## config.mk

```make
export PLATFORM = sky130hd
export DESIGN_NAME = uart_rx_fifo_flat
export DESIGN_NICKNAME = d
export VERILOG_FILES = /design/src/rtl/uart_rx_fifo_pkg.sv /design/src/rtl/uart_rx_fifo_if.sv /design/src/rtl/uart_rx_fifo_mem.sv /design/src/rtl/uart_rx_fifo.sv /design/src/flat_wrapper.sv
export SDC_FILE = /design/constraint.sdc
export NUM_CORES = 1
export LEC_CHECK = 0
export CORE_ASPECT_RATIO = 0.7
export CORE_MARGIN = 3
export CORE_UTILIZATION = 53
export CTS_CLUSTER_DIAMETER = 150
export CTS_CLUSTER_SIZE = 14
export DETAILED_ROUTE_END_ITERATION = 10
export PLACE_DENSITY_LB_ADDON = 0.15
export SLEW_MARGIN = 40
export SYNTH_ARGS = -nofsm -noshare
export SYNTH_HDL_FRONTEND = slang
export SYNTH_HIERARCHICAL = 1
export SYNTH_SLANG_ARGS = --single-unit
```

## constraint.sdc

```tcl
create_clock -name pclk -period 2.5 [get_ports pclk]
set_input_delay 0.375 -clock pclk [delete_from_list [all_inputs] [get_ports pclk]]
set_output_delay 0.375 -clock pclk [all_outputs]
set_load 0.02 [all_outputs]
```

## src/rtl/uart_rx_fifo_pkg.sv

```systemverilog
// +----------------------------------------------------------------------------+
// | uart_pkg                                                                   |
// | Shared defaults and the receive-entry type for the UART RX buffer.         |
// | Revision: 1.0                                                              |
// +----------------------------------------------------------------------------+
`default_nettype none

package uart_pkg;

    localparam int C_DATA_W    = 16;
    localparam int C_TO_CYCLES = 1024;

    typedef struct packed {
        logic                err;
        logic [C_DATA_W-1:0] data;
    } rx_entry_t;

endpackage

`default_nettype wire

```

## src/rtl/uart_rx_fifo_if.sv

```systemverilog
// +----------------------------------------------------------------------------+
// | uart_rx_fifo_if                                                            |
// | Receiver-side write port, software read port and status of the RX FIFO.   |
// | Revision: 1.0                                                              |
// +----------------------------------------------------------------------------+
`default_nettype none

interface uart_rx_fifo_if
    import uart_pkg::*;
#(
    parameter int DEPTH  = 8,
    parameter int DATA_W = C_DATA_W
);
    localparam int AW = $clog2(DEPTH);

    logic              clr;
    logic              wr_valid;
    logic [DATA_W-1:0] wr_data;
    logic              wr_err;
    logic              rd_req;
    logic [DATA_W-1:0] rd_data;
    logic              rd_err;
    logic              rd_valid;
    logic [AW:0]       level;
    logic              empty;
    logic              full;
    logic              ovf;
    logic              ovf_clr;
    logic [AW:0]       thresh;
    logic              irq;

    modport master (
        output clr, wr_valid, wr_data, wr_err, rd_req, ovf_clr, thresh,
        input  rd_data, rd_err, rd_valid, level, empty, full, ovf, irq
    );

    modport slave (
        input  clr, wr_valid, wr_data, wr_err, rd_req, ovf_clr, thresh,
        output rd_data, rd_err, rd_valid, level, empty, full, ovf, irq
    );

endinterface

`default_nettype wire

```

## src/rtl/uart_rx_fifo_mem.sv

```systemverilog
// +----------------------------------------------------------------------------+
// | uart_fifo_mem                                                              |
// | FIFO storage: synchronous write port, registered read port.                |
// | Revision: 1.0                                                              |
// +----------------------------------------------------------------------------+
`default_nettype none

module uart_fifo_mem
    import uart_pkg::*;
#(
    parameter int DEPTH = 8,
    parameter int W     = C_DATA_W + 1,
    parameter int AW    = $clog2(DEPTH)
) (
    input  wire logic          pclk,
    input  wire logic          presetn,
    input  wire logic          wr_en,
    input  wire logic [AW-1:0] wr_addr,
    input  wire logic [W-1:0]  wr_din,
    input  wire logic          rd_en,
    input  wire logic [AW-1:0] rd_addr,
    output logic      [W-1:0]  rd_q
);

    logic [W-1:0] r_mem [DEPTH];
    logic [W-1:0] r_q;

    always_ff @(posedge pclk) begin
        if (wr_en) begin
            r_mem[wr_addr] <= wr_din;
        end
    end

    // A same-address write and read returns the old word, which is what a full-FIFO pop-and-push needs.
    always_ff @(posedge pclk or negedge presetn) begin
        if (!presetn) begin
            r_q <= '0;
        end else if (rd_en) begin
            r_q <= r_mem[rd_addr];
        end
    end

    assign rd_q = r_q;

endmodule

`default_nettype wire

```

## src/rtl/uart_rx_fifo.sv

```systemverilog
// +----------------------------------------------------------------------------+
// | uart_rx_fifo                                                               |
// | RX character FIFO with overflow flag, threshold and idle-timeout irq.      |
// | Optional macro UART_RX_ERR_TAG_EN stores the per-character error bit.      |
// | Revision: 1.0                                                              |
// +----------------------------------------------------------------------------+
`default_nettype none

module uart_rx_fifo
    import uart_pkg::*;
#(
    parameter int DEPTH     = 8,
    parameter int DATA_W    = C_DATA_W,
    parameter int TO_CYCLES = C_TO_CYCLES
) (
    input  wire logic       pclk,
    input  wire logic       presetn,
    uart_rx_fifo_if.slave   bus
);

    localparam int AW = $clog2(DEPTH);
    localparam int TW = $clog2(TO_CYCLES + 1);
`ifdef UART_RX_ERR_TAG_EN
    localparam int MEM_W = DATA_W + 1;
`else
    localparam int MEM_W = DATA_W;
`endif

    logic [AW-1:0]    r_wr_ptr;
    logic [AW-1:0]    r_rd_ptr;
    logic [AW:0]      r_level;
    logic             r_empty;
    logic             r_full;
    logic             r_ovf;
    logic             r_rd_valid;
    logic             r_irq;
    logic [TW-1:0]    r_timer;

    logic             w_wr;
    logic             w_rd;
    logic             w_ovf_set;
    logic             w_timeout;
    logic [AW:0]      w_level_nxt;
    logic [MEM_W-1:0] w_wr_din;
    logic [MEM_W-1:0] w_rd_q;

    // A full FIFO still accepts a write when a pop frees the slot in the same cycle.
    assign w_wr      = bus.wr_valid && (!r_full || bus.rd_req) && !bus.clr;
    assign w_rd      = bus.rd_req && !r_empty && !bus.clr;
    assign w_ovf_set = bus.wr_valid && r_full && !bus.rd_req && !bus.clr;
    assign w_timeout = (r_timer == TW'(TO_CYCLES));

    always_comb begin
        w_level_nxt = r_level;
        if (bus.clr) begin
            w_level_nxt = '0;
        end else if (w_wr && !w_rd) begin
            w_level_nxt = r_level + 1'b1;
        end else if (w_rd && !w_wr) begin
            w_level_nxt = r_level - 1'b1;
        end
    end

    always_ff @(posedge pclk or negedge presetn) begin
        if (!presetn) begin
            r_wr_ptr   <= '0;
            r_rd_ptr   <= '0;
            r_level    <= '0;
            r_empty    <= 1'b1;
            r_full     <= 1'b0;
            r_ovf      <= 1'b0;
            r_rd_valid <= 1'b0;
            r_irq      <= 1'b0;
            r_timer    <= '0;
        end else begin
            r_level    <= w_level_nxt;
            r_empty    <= (w_level_nxt == '0);
            r_full     <= (w_level_nxt == (AW+1)'(DEPTH));
            r_rd_valid <= w_rd;

            if (bus.clr) begin
                r_wr_ptr <= '0;
                r_rd_ptr <= '0;
            end else begin
                if (w_wr) r_wr_ptr <= r_wr_ptr + 1'b1;
                if (w_rd) r_rd_ptr <= r_rd_ptr + 1'b1;
            end

            if (bus.clr) begin
                r_ovf <= 1'b0;
            end else if (w_ovf_set) begin
                r_ovf <= 1'b1;
            end else if (bus.ovf_clr) begin
                r_ovf <= 1'b0;
            end

            if (bus.clr || w_wr || w_rd || r_empty) begin
                r_timer <= '0;
            end else if (!w_timeout) begin
                r_timer <= r_timer + TW'(1);
            end

            // Registered from the settled state, so irq trails level by one cycle.
            r_irq <= ((bus.thresh != '0) && (r_level >= bus.thresh)) || w_timeout;
        end
    end

`ifdef UART_RX_ERR_TAG_EN
    assign w_wr_din    = {bus.wr_err, bus.wr_data};
    assign bus.rd_data = w_rd_q[DATA_W-1:0];
    assign bus.rd_err  = w_rd_q[DATA_W];
`else
    logic w_unused_err;
    assign w_unused_err = bus.wr_err;
    assign w_wr_din     = bus.wr_data;
    assign bus.rd_data  = w_rd_q;
    assign bus.rd_err   = 1'b0;
`endif

    uart_fifo_mem #(
        .DEPTH (DEPTH),
        .W     (MEM_W),
        .AW    (AW)
    ) u_mem (
        .pclk    (pclk),
        .presetn (presetn),
        .wr_en   (w_wr),
        .wr_addr (r_wr_ptr),
        .wr_din  (w_wr_din),
        .rd_en   (w_rd),
        .rd_addr (r_rd_ptr),
        .rd_q    (w_rd_q)
    );

    assign bus.rd_valid = r_rd_valid;
    assign bus.level    = r_level;
    assign bus.empty    = r_empty;
    assign bus.full     = r_full;
    assign bus.ovf      = r_ovf;
    assign bus.irq      = r_irq;

endmodule

`default_nettype wire

```

## src/flat_wrapper.sv

```systemverilog
// flat-port wrapper written by rule: the top's interface ports become plain ports
module uart_rx_fifo_flat import uart_pkg::*;
#(
    parameter int DEPTH     = 8,
    parameter int DATA_W    = C_DATA_W,
    parameter int TO_CYCLES = C_TO_CYCLES
)
  (pclk, presetn, bus_clr, bus_wr_valid, bus_wr_data, bus_wr_err, bus_rd_req, bus_ovf_clr, bus_thresh, bus_rd_data, bus_rd_err, bus_rd_valid, bus_level, bus_empty, bus_full, bus_ovf, bus_irq);
  uart_rx_fifo_if #(.DEPTH(DEPTH), .DATA_W(DATA_W)) bus_i ();
  input  wire logic pclk;
  input  wire logic presetn;
  input wire logic [$bits(bus_i.clr)-1:0] bus_clr;
  input wire logic [$bits(bus_i.wr_valid)-1:0] bus_wr_valid;
  input wire logic [$bits(bus_i.wr_data)-1:0] bus_wr_data;
  input wire logic [$bits(bus_i.wr_err)-1:0] bus_wr_err;
  input wire logic [$bits(bus_i.rd_req)-1:0] bus_rd_req;
  input wire logic [$bits(bus_i.ovf_clr)-1:0] bus_ovf_clr;
  input wire logic [$bits(bus_i.thresh)-1:0] bus_thresh;
  output wire logic [$bits(bus_i.rd_data)-1:0] bus_rd_data;
  output wire logic [$bits(bus_i.rd_err)-1:0] bus_rd_err;
  output wire logic [$bits(bus_i.rd_valid)-1:0] bus_rd_valid;
  output wire logic [$bits(bus_i.level)-1:0] bus_level;
  output wire logic [$bits(bus_i.empty)-1:0] bus_empty;
  output wire logic [$bits(bus_i.full)-1:0] bus_full;
  output wire logic [$bits(bus_i.ovf)-1:0] bus_ovf;
  output wire logic [$bits(bus_i.irq)-1:0] bus_irq;
  assign bus_i.clr = bus_clr;
  assign bus_i.wr_valid = bus_wr_valid;
  assign bus_i.wr_data = bus_wr_data;
  assign bus_i.wr_err = bus_wr_err;
  assign bus_i.rd_req = bus_rd_req;
  assign bus_i.ovf_clr = bus_ovf_clr;
  assign bus_i.thresh = bus_thresh;
  assign bus_rd_data = bus_i.rd_data;
  assign bus_rd_err = bus_i.rd_err;
  assign bus_rd_valid = bus_i.rd_valid;
  assign bus_level = bus_i.level;
  assign bus_empty = bus_i.empty;
  assign bus_full = bus_i.full;
  assign bus_ovf = bus_i.ovf;
  assign bus_irq = bus_i.irq;
  uart_rx_fifo #(.DEPTH(DEPTH), .DATA_W(DATA_W), .TO_CYCLES(TO_CYCLES)) u_core (.pclk(pclk), .presetn(presetn), .bus(bus_i));
endmodule
```

**Word-level counts from Yosys, hierarchy flattened**

Memories as Yosys holds them, arrays and structs flattened. A register that Yosys moved wholly into a read port is not among the register bits.
Cells that the tools add are included.

- Register bits after elaboration: 26
- Latch bits: 0
- RAM bits: 128
- ROM bits: 0
- Bits of input ports: 27
- Output and inout port bits: 26
- Word-level logic and storage cells: 60
- Memories: 1

- $add $sub $neg: 5
- Multiply operators: 0
- Div/mod/pow operators: 0
- Magnitude comparators: 1
- Equal/unequal tests: 3
- Shift-type cells: 0
- Multiplexer cells: 14
- Bitwise operators: 0
- Reduce and logical (&&, ||, !) cells: 27

Memories:

| memory | depth | bits a word | read ports | clocked after memory_dff | write ports | RTL line | source |
|---|---|---|---|---|---|---|---|
| u_core.u_mem.r_mem | 8 | 16 | 1 | 1 | 1 | uart_rx_fifo_mem.sv:25 | `logic [W-1:0] r_mem [DEPTH];` |

Operators with widths:

| cell | number |
|---|---|
| 11-bit 2-to-1 mux | 2 |
| 3-bit 2-to-1 mux | 4 |
| 4-bit 2-to-1 mux | 3 |
| 11-bit by 1-bit adder with 11-bit output, second input constant | 1 |
| 11-bit == test, second input constant | 1 |
| 1-bit logical AND | 10 |
| 1-bit zero test | 7 |
| 3-bit by 1-bit adder with 3-bit output, second input constant | 2 |
| 1-bit logical OR | 5 |
| 1-bit 2-to-1 mux | 5 |
| 4-bit by 1-bit adder with 4-bit output, second input constant | 1 |
| 4-bit == test, second input constant | 1 |
| 4-bit >= comparator | 1 |
| 4-bit zero test | 1 |
| 2-bit nonzero test | 2 |
| 4-bit nonzero test | 1 |
| 4-bit by 1-bit subtractor with 4-bit output, second input constant | 1 |
| 3-bit nonzero test | 1 |
| 2-bit != test, second input constant | 1 |

**Depth between registers and ports, before layout**

Gate-level depths: netlist of run 1.

- Depth after elaboration: 10
- Mapped depth: 7
- Mapped depth without buffers: 7

**Cells and area by module**

Netlist of run 1, hierarchy kept.

By module, submodules not included:

| module | instances | cells each | area each (sq um) | sequential area each (sq um) |
|---|---|---|---|---|
| uart_fifo_mem | 1 | 325 | 5,652.9 | 4,244.1 |
| uart_rx_fifo | 1 | 151 | 1,481.4 | 651.9 |

**Least setup slack after synthesis of run 1**

OpenSTA, ideal clock, no wires.

- Kind: input-to-reg
- From: in bus_clr
- To: mem u_core/u_mem/r_mem[0][0] (netlist name) (enable)
- Setup time: 409 ps
- Arrival time: 2,115 ps
- Required time: 2,091 ps
- Slack: -24 ps
- Stages on the path: 5
- Path buffers: 2
- Path through: buf_4 > clkbuf_1 > nor2_1 > nand2b_1 > nor3_1

- Word-level cells in the longest chain between the ends: 4

Ends and longest elaborated chain:

| what | RTL line | source |
|---|---|---|
| start: declaration | flat_wrapper.sv:12 | `input wire logic [$bits(bus_i.clr)-1:0] bus_clr;` |
| 1-bit zero test | uart_rx_fifo.sv:48 | `assign w_wr = bus.wr_valid && (!r_full \|\| bus.rd_req) && !bus.clr;` |
| 1-bit logical AND | uart_rx_fifo.sv:48 |  |
| net u_core.w_wr | uart_rx_fifo.sv:39 | `logic w_wr;` |
| 1-bit 2-to-1 mux | uart_rx_fifo_mem.sv:29 | `if (wr_en) begin` |
| 1-bit 2-to-1 mux (not written as such) | uart_rx_fifo_mem.sv:30 | `r_mem[wr_addr] <= wr_din;` |
| end: declaration | uart_rx_fifo_mem.sv:25 |  |

The timed path passes the listed nets, and every way through them passes these cells.

**Worst setup path in the final report of run 1**

- From: reg u_core.r_empty (netlist: u_core/bus.empty)
- To: out bus_empty

RTL lines:

| what | RTL line | source |
|---|---|---|
| start: declaration | uart_rx_fifo.sv:32 | `logic r_empty;` |
| start signal: assignment | uart_rx_fifo.sv:77 | `r_empty <= (w_level_nxt == '0);` |
| end: declaration | flat_wrapper.sv:23 | `output wire logic [$bits(bus_i.empty)-1:0] bus_empty;` |

No word-level cell between the ends.

==> results of run 1 <==
[per-layer routing]
| layer | GRT usage, % | up-vias | share of wire [%] |
|---|---|---|---|
| met5 | 0 | - | 0 |
| met4 | 7.38 | 0 | 1.1 |
| met3 | 5.24 | 12 | 5.4 |
| met2 | 33.2 | 95 | 48 |
| met1 | 29.4 | 2072 | 45 |
| li1 | - | 1950 | - |
[cells in the final DEF, fill, tap and decap left out, types with 4 or more instances in the layout]
cell type	Yosys	layout
nor2b_1	34	34
clkdlybuf4s50_1	0	49
a41o_1	16	16
a211o_1	16	16
nand2_1	9	9
mux2i_1	48	48
clkbuf_16	0	17
xor2_1	13	13
nand2b_1	5	5
nand3_1	27	27
edfxtp_1	128	128
xnor2_1	4	4
nor2_1	32	31
ha_1	10	10
dfrtp_1	41	40
inv_1	9	9
a21oi_1	6	6
a22oi_1	16	16
buf_12	0	6
buf_4	9	22
[stage by stage]
step / hold WS [ns] / cell area [µm²]
4_1_cts: 0.405 / 8560
3_3_place_gp: 0.313 / 7960
5_1_grt: 0.445 / 8560
6_report: 0.409 / 8560
3_5_place_dp: 0.313 / 7960
2_1_floorplan: 0.0794 / 7140
[power by group]
group          leakage, µW  internal (µW)  switching, µW
registers          0.00171           3230            130
logic              0.00115            609            600
clock network     0.000285           1600           1030
total              0.00314           5430           1760
[synthesized netlist by cell type, types with 2 or more instances]
cell type  number  area share, %
buf_4           9           0.95
clkbuf_1        9           0.47
nand3_1        27            1.9
o21ai_0         2           0.14
ha_1           10            1.8
buf_6           6           0.95
xnor2_1         4           0.49
nor2b_1        34            3.0
nand4_1         3           0.26
inv_1           9           0.47
nand2_1         9           0.47
a41o_1         16            2.2
a211o_1        16            2.0
edfxtp_1      128             54
and3_1          3           0.26
nor4_2          2           0.35
a21oi_1         6           0.42
nor3_1          3           0.21
nor2_1         32            1.7
xor2_1         13            1.6
nand2b_1        5           0.44
buf_2           2           0.14
or4bb_1         2           0.32
nor4_1          3           0.26
dfrtp_1        41             14
a21o_1          2           0.21
mux2i_1        48            6.7
a22oi_1        16            1.7
[cell families after synthesis]
kind of cell | after synthesis
DFF | 170
adders and majority gates | 10
buffers and inverters | 35
xor gates and xnor gates | 17
muxes | 48
AOI/OAI and AO/OA | 63
other | 1
and+or+nand+nor | 132
[registers in the layout, summed over array words and instances, names as in the netlist]
signal	count
u_core/bus.level	4
u_core/r_wr_ptr	3
u_core/bus.ovf	1
u_core/u_mem/r_mem	128
u_core/bus.empty	1
u_core/r_rd_ptr	3
u_core/u_mem/rd_q	16
u_core/bus.rd_valid	1
u_core/bus.full	1
u_core/bus.irq	1
u_core/r_timer	11
[layout make-up]
type	count	share of cell area (%)
sequential	170	57.2
multi-input combinational	271	23.8
timing repair buffer	79	9.24
clock buffer	21	5.26
tap	162	2.37
clock inverter	11	1.70
inverter	9	0.395
[worst max path at each step]
stage               slack (ns)                            endpoint  depth (start not counted)                  startpoint
finish                    0.47                           bus_empty                          1  u_core/bus.empty$_DFF_PN1_
global route              0.35  u_core/u_mem/r_mem[5][4]$_DFFE_PP_                          7                  bus_rd_req
CTS                       0.45                           bus_empty                          1  u_core/bus.empty$_DFF_PN1_
detailed placement        0.11  u_core/u_mem/r_mem[2][2]$_DFFE_PP_                          7                  bus_rd_req
global placement          0.15  u_core/u_mem/r_mem[5][8]$_DFFE_PP_                          7                  bus_rd_req
floorplan                 0.40  u_core/u_mem/r_mem[2][0]$_DFFE_PP_                          5                     bus_clr
==> run_results.csv, run 1 <==
group,metric,value,unit
status,status,"completed",
logic_synthesis,seq_area_frac_synth,68.6,%
route,wl,14.6,mm
global_route,grt_use_total,21.2,%
finish,drive_gt1_share,12.7,%
floorplanning,die_w,145,µm
finish,final_cell_count_no_fill,723,
logic_synthesis,synthAdderAreaFrac,1.75,%
placement,routabilityCongestion,0.862,
timing,worst_pin_slew,0.642,ns
worst_setup_path,cp_top_family,"buffers and inverters",
route,drt_iter0_markers,270,
finish,antenna_cells,0,
timing,fin_ws,0.472,ns
run,maxCapViolCount,0,
logic_synthesis,synthXorXnorAreaFrac,2.09,%
timing,setup_tns,0,ns
worst_setup_path,cp_slowest_stage_delay,0.64,ns
clock_tree,clockRootBuffer,"clkbuf_16",
worst_hold_path,hp-class,"input pin to async pin",
worst_setup_path,cp_max_fo,8,
worst_setup_path,r2r_slack,0.52,ns
timing,period_share,81.1,%
timing,setup_violations,0,
logic_synthesis,synth_cell_types,44,
logic_synthesis,synth_top_family_by_area,"simple AND/OR/NAND/NOR gates",
logic_synthesis,ys.flop_type,"edfxtp_1",
placement,dp_hpwl,9.29,mm
logic_synthesis,synth.mux.area_fraction,6.73,%
worst_setup_path,slowest_stage,"clkdlybuf4s50_1",
floorplanning,start_util,55.9,%
floorplanning,die_area,0.0149,mm²
logic_synthesis,syn_area,0.00713,mm²
timing,slew_violations,0,
finish,regArea,0.00490,mm²
floorplanning,row_count,34,
logic_synthesis,ys_seq_elements,170,
finish,nNetsFinal,585,
logic_synthesis,synth-edff-count,128,
clock_tree,clk_latency,0.42,ns
logic_synthesis,synth_simple_gate_area_share,10.4,%
worst_setup_path,crit_type,"register to output pin",
worst_setup_path,end_kind,"output pin",
power,p_per_area,840,mW/mm²
floorplanning,dieHeight,103,µm
placement,io_buffers,50,
timing,clock.fmax,493,MHz
global_route,grt_pass1_vias,4178,
finish,multi_input_area,0.00204,mm²
route,routed_via_density,5.71,
clock_tree,hold_buffers,1,
global_route,antenna_found_initial,0,
worst_setup_path,worstReg2RegEnd,"u_core/bus.empty$_DFF_PN1_",
timing,finalCriticalPeriod,2.03,ns
clock_tree,cts_resized,0,
worst_setup_path,arrival,1.65,ns
clock_tree,cts_setup_buffers,0,
logic_synthesis,syn_nets,513,
global_route,grt_pass1_wl,23.3,mm
clock_tree,cts_tree,"built",
finish,final_util,67.1,%
floorplanning,core,0.0128,mm²
timing,slew_headroom,57.1,%
floorplanning,ios,53,
timing,rsz0062_at_grt,"no",
worst_setup_path,worstReg2RegStart,"u_core/bus.level[0]$_DFF_PN0_",
timing,clock_skew,0.00655,ns
clock_tree,cts_sinks,170,
finish,area_growth,20.0,%
logic_synthesis,synth_compound_area_share,7.38,%
clock_tree,clkTransAtPathRegs,0.06,ns
worst_setup_path,path_buf_inv,1,
clock_tree,clk_path_buf_depth,2,
worst_setup_path,cp.required,2.12,ns
global_route,grt_max_degree,37,
power,peakVddDrop,0.490,mV
logic_synthesis,synthCells,476,
timing,hold_viol_final,0,
route,dr.pass1.iters,5,
logic_synthesis,synth_warnings,6,
global_route,grt_overflow_total,0,
route,wl_per_cell,20.2,µm
route,antenna_left,0,
placement,dp_worst_setup_slack,0.113,ns
route,vias,4129,
placement,dp_cells,690,
route,drc,0,
worst_setup_path,ff2ff_path_depth,7,
worst_setup_path,cp-start-kind,"register",
logic_synthesis,async_flop_share,24.7,%
clock_tree,h-tree-depth,4,
power,p_leak,0.00314,µW
finish,fill_cells,904,
logic_synthesis,syn_avg_cell_area,15.0,µm²
clock_tree,cts_buffers,17,
power,fin_total_pwr,7190,µW
worst_setup_path,path_cells,"clkdlybuf4s50_1",
No activity file was read; power rests on OpenSTA's default activity.
==> run 2: changes to the inputs <==
--- a/config.mk
+++ b/config.mk
@@ -7,7 +7,7 @@
 export LEC_CHECK = 0
 export CORE_ASPECT_RATIO = 0.7
 export CORE_MARGIN = 3
-export CORE_UTILIZATION = 53
+export CORE_UTILIZATION = 58
 export CTS_CLUSTER_DIAMETER = 150
 export CTS_CLUSTER_SIZE = 14
 export DETAILED_ROUTE_END_ITERATION = 10
==> constraint.sdc (replaced) <==
create_clock -name pclk -period 2.1 [get_ports pclk]
set_input_delay 0.315 -clock pclk [delete_from_list [all_inputs] [get_ports pclk]]
set_output_delay 0.315 -clock pclk [all_outputs]
set_load 0.02 [all_outputs]
==> run_results.csv, run 2 (synthesized netlist as in run 1, its figures left out) <==
group,metric,value,unit
clock_tree,clk_latency,0.43,ns
floorplanning,die_w,139,µm
timing,clock_skew,0.0102,ns
timing,period_share,94.1,%
global_route,antenna_found_initial,0,
clock_tree,clk_path_buf_depth,2,
floorplanning,start_util,60.2,%
worst_setup_path,cp_top_family,"buffers and inverters",
placement,routabilityCongestion,0.812,
worst_setup_path,arrival,1.66,ns
finish,area_growth,21.3,%
status,status,"completed",
placement,io_buffers,50,
route,vias,4279,
clock_tree,cts_buffers,17,
finish,top_register,"u_core/u_mem/r_mem",
finish,antenna_cells,0,
clock_tree,clkTransAtPathRegs,0.07,ns
floorplanning,dieHeight,98.8,µm
clock_tree,cts_sinks,170,
floorplanning,ios,53,
global_route,grt_overflow_total,0,
route,maxUsedRoutingLayer,"met4",
route,drt_iter0_markers,356,
route,wl,14.9,mm
timing,rsz0062_at_grt,"no",
route,wl_met2,6.95,mm
global_route,grt_pass1_wl,23.2,mm
floorplanning,core,0.0119,mm²
placement,dpl-instance-area,0.00807,mm²
power,p_per_area,980,mW/mm²
timing,finalCriticalPeriod,1.98,ns
finish,drive_gt1_share,15.8,%
clock_tree,cts_setup_buffers,0,
route,wl_met1,6.97,mm
route,routed_via_density,5.83,
route,wl_per_cell,20.3,µm
finish,nNetsFinal,601,
floorplanning,die_area,0.0137,mm²
route,dr.pass1.iters,5,
worst_setup_path,cp_slowest_stage_delay,0.64,ns
clock_tree,cts_tree,"built",
finish,layout_commonest_cell,"edfxtp_1",
worst_setup_path,slowest_stage,"clkdlybuf4s50_1",
floorplanning,row_count,33,
route,wl_met3,863,µm
route,antenna_left,0,
timing,clock.fmax,506,MHz
worst_setup_path,path_buf_inv,1,
timing,slew_violations,0,
worst_setup_path,crit_type,"register to output pin",
worst_setup_path,cp-start-kind,"register",
global_route,grt_max_degree,28,
run,maxCapViolCount,0,
worst_setup_path,path_cells,"clkdlybuf4s50_1",
worst_setup_path,end_kind,"output pin",
global_route,grt_pass1_vias,4219,
finish,final_cell_mix,"128 x edfxtp_1, 49 x clkdlybuf4s50_1, 48 x mux2i_1",
timing,slew_headroom,62.8,%
clock_tree,clockRootBuffer,"clkbuf_16",
finish,finalInstanceArea,0.00866,mm²
worst_hold_path,hp-class,"input pin to async pin",
timing,hold_viol_final,0,
power,peakVddDrop,0.774,mV
route,drc,0,
timing,fin_ws,0.125,ns
power,p_leak,0.00321,µW
clock_tree,h-tree-depth,4,
timing,setup_violations,0,
global_route,grt_use_total,22.7,%
worst_setup_path,cp_max_fo,8,
placement,dp_hpwl,9.45,mm
placement,dp_worst_setup_slack,-0.166,ns
finish,largest_reg_flops,128,
worst_setup_path,cp.required,1.78,ns
timing,worst_pin_slew,0.558,ns
[run 2: cell count changes in the layout (fill, tap and decap cells not counted)]
cell / previous run / this run
buf_4: 22 / 38
bufinv_16: 3 / 0
clkinv_2: 2 / 0
clkinv_1: 1 / 0
inv_8: 0 / 6
clkbuf_8: 1 / 0
clkbuf_1: 3 / 0
clkinv_4: 2 / 3
clkinv_8: 0 / 1
inv_6: 1 / 3
[run 2: area by class of cell]
type | count | area (µm²)
clock buffers | 17 | 425
fillers | 762 | 3190
inverters | 9 | 33.8
clock inverters | 15 | 151
well taps | 157 | 196
repair buffers | 95 | 911
multi-input cells | 271 | 2040
flip-flops and latches | 170 | 4900
[run 2: through the flow]
stage          utilization (%)  instances  hold slack (ns)  TNS (ns)  power [µW]
3_3_place_gp              68.1        701            0.287     -7.20        5500
2_1_floorplan                -        476           0.0194         0        4870
5_1_grt                   73.0        734            0.398         0        8810
3_5_place_dp              68.1        701            0.294    -10.37        5530
6_report                  73.0        734            0.360         0        8480
4_1_cts                   73.0        734            0.373         0        8540
[run 2: power breakdown]
| part | leakage (µW) | total [µW] | switching (µW) | internal, µW |
|---|---|---|---|---|
| Sequential | 0.00171 | 4000 | 158 | 3840 |
| Clock | 0.000279 | 3010 | 1430 | 1590 |
| Combinational | 0.00122 | 1470 | 716 | 755 |
[run 2: worst paths after layout]
path | startpoint | endpoint | slack [ns] | depth (start not counted)
setup / recovery | u_core/bus.empty$_DFF_PN1_ | bus_empty | 0.12 | 1
hold / removal | presetn | u_core/r_timer[3]$_DFFE_PN0P_ | 0.36 | 2
setup reg to reg | u_core/bus.level[1]$_DFF_PN0_ | u_core/bus.empty$_DFF_PN1_ | 0.17 | 7
hold reg to reg | u_core/r_timer[10]$_DFFE_PN0P_ | u_core/r_timer[10]$_DFFE_PN0P_ | 0.56 | 2
max in group asynchronous | presetn | u_core/u_mem/rd_q[6]$_DFFE_PN0P_ | 1.16 | 3
min in group pclk | u_core/r_timer[10]$_DFFE_PN0P_ | u_core/r_timer[10]$_DFFE_PN0P_ | 0.56 | 2
[run 2: what timing repair did]
action / in CTS / in global routing
hold buffers: 1 / 0
hold endpoints to repair: 16 / 0
resized for setup: 0 / 0
[run 2: metal layers]
metal | global-route usage, % | vias to the layer above
met5 | 0 | -
met4 | 6.99 | 0
met3 | 5.67 | 12
met2 | 34.1 | 135
met1 | 33.4 | 2154
li1 | - | 1978
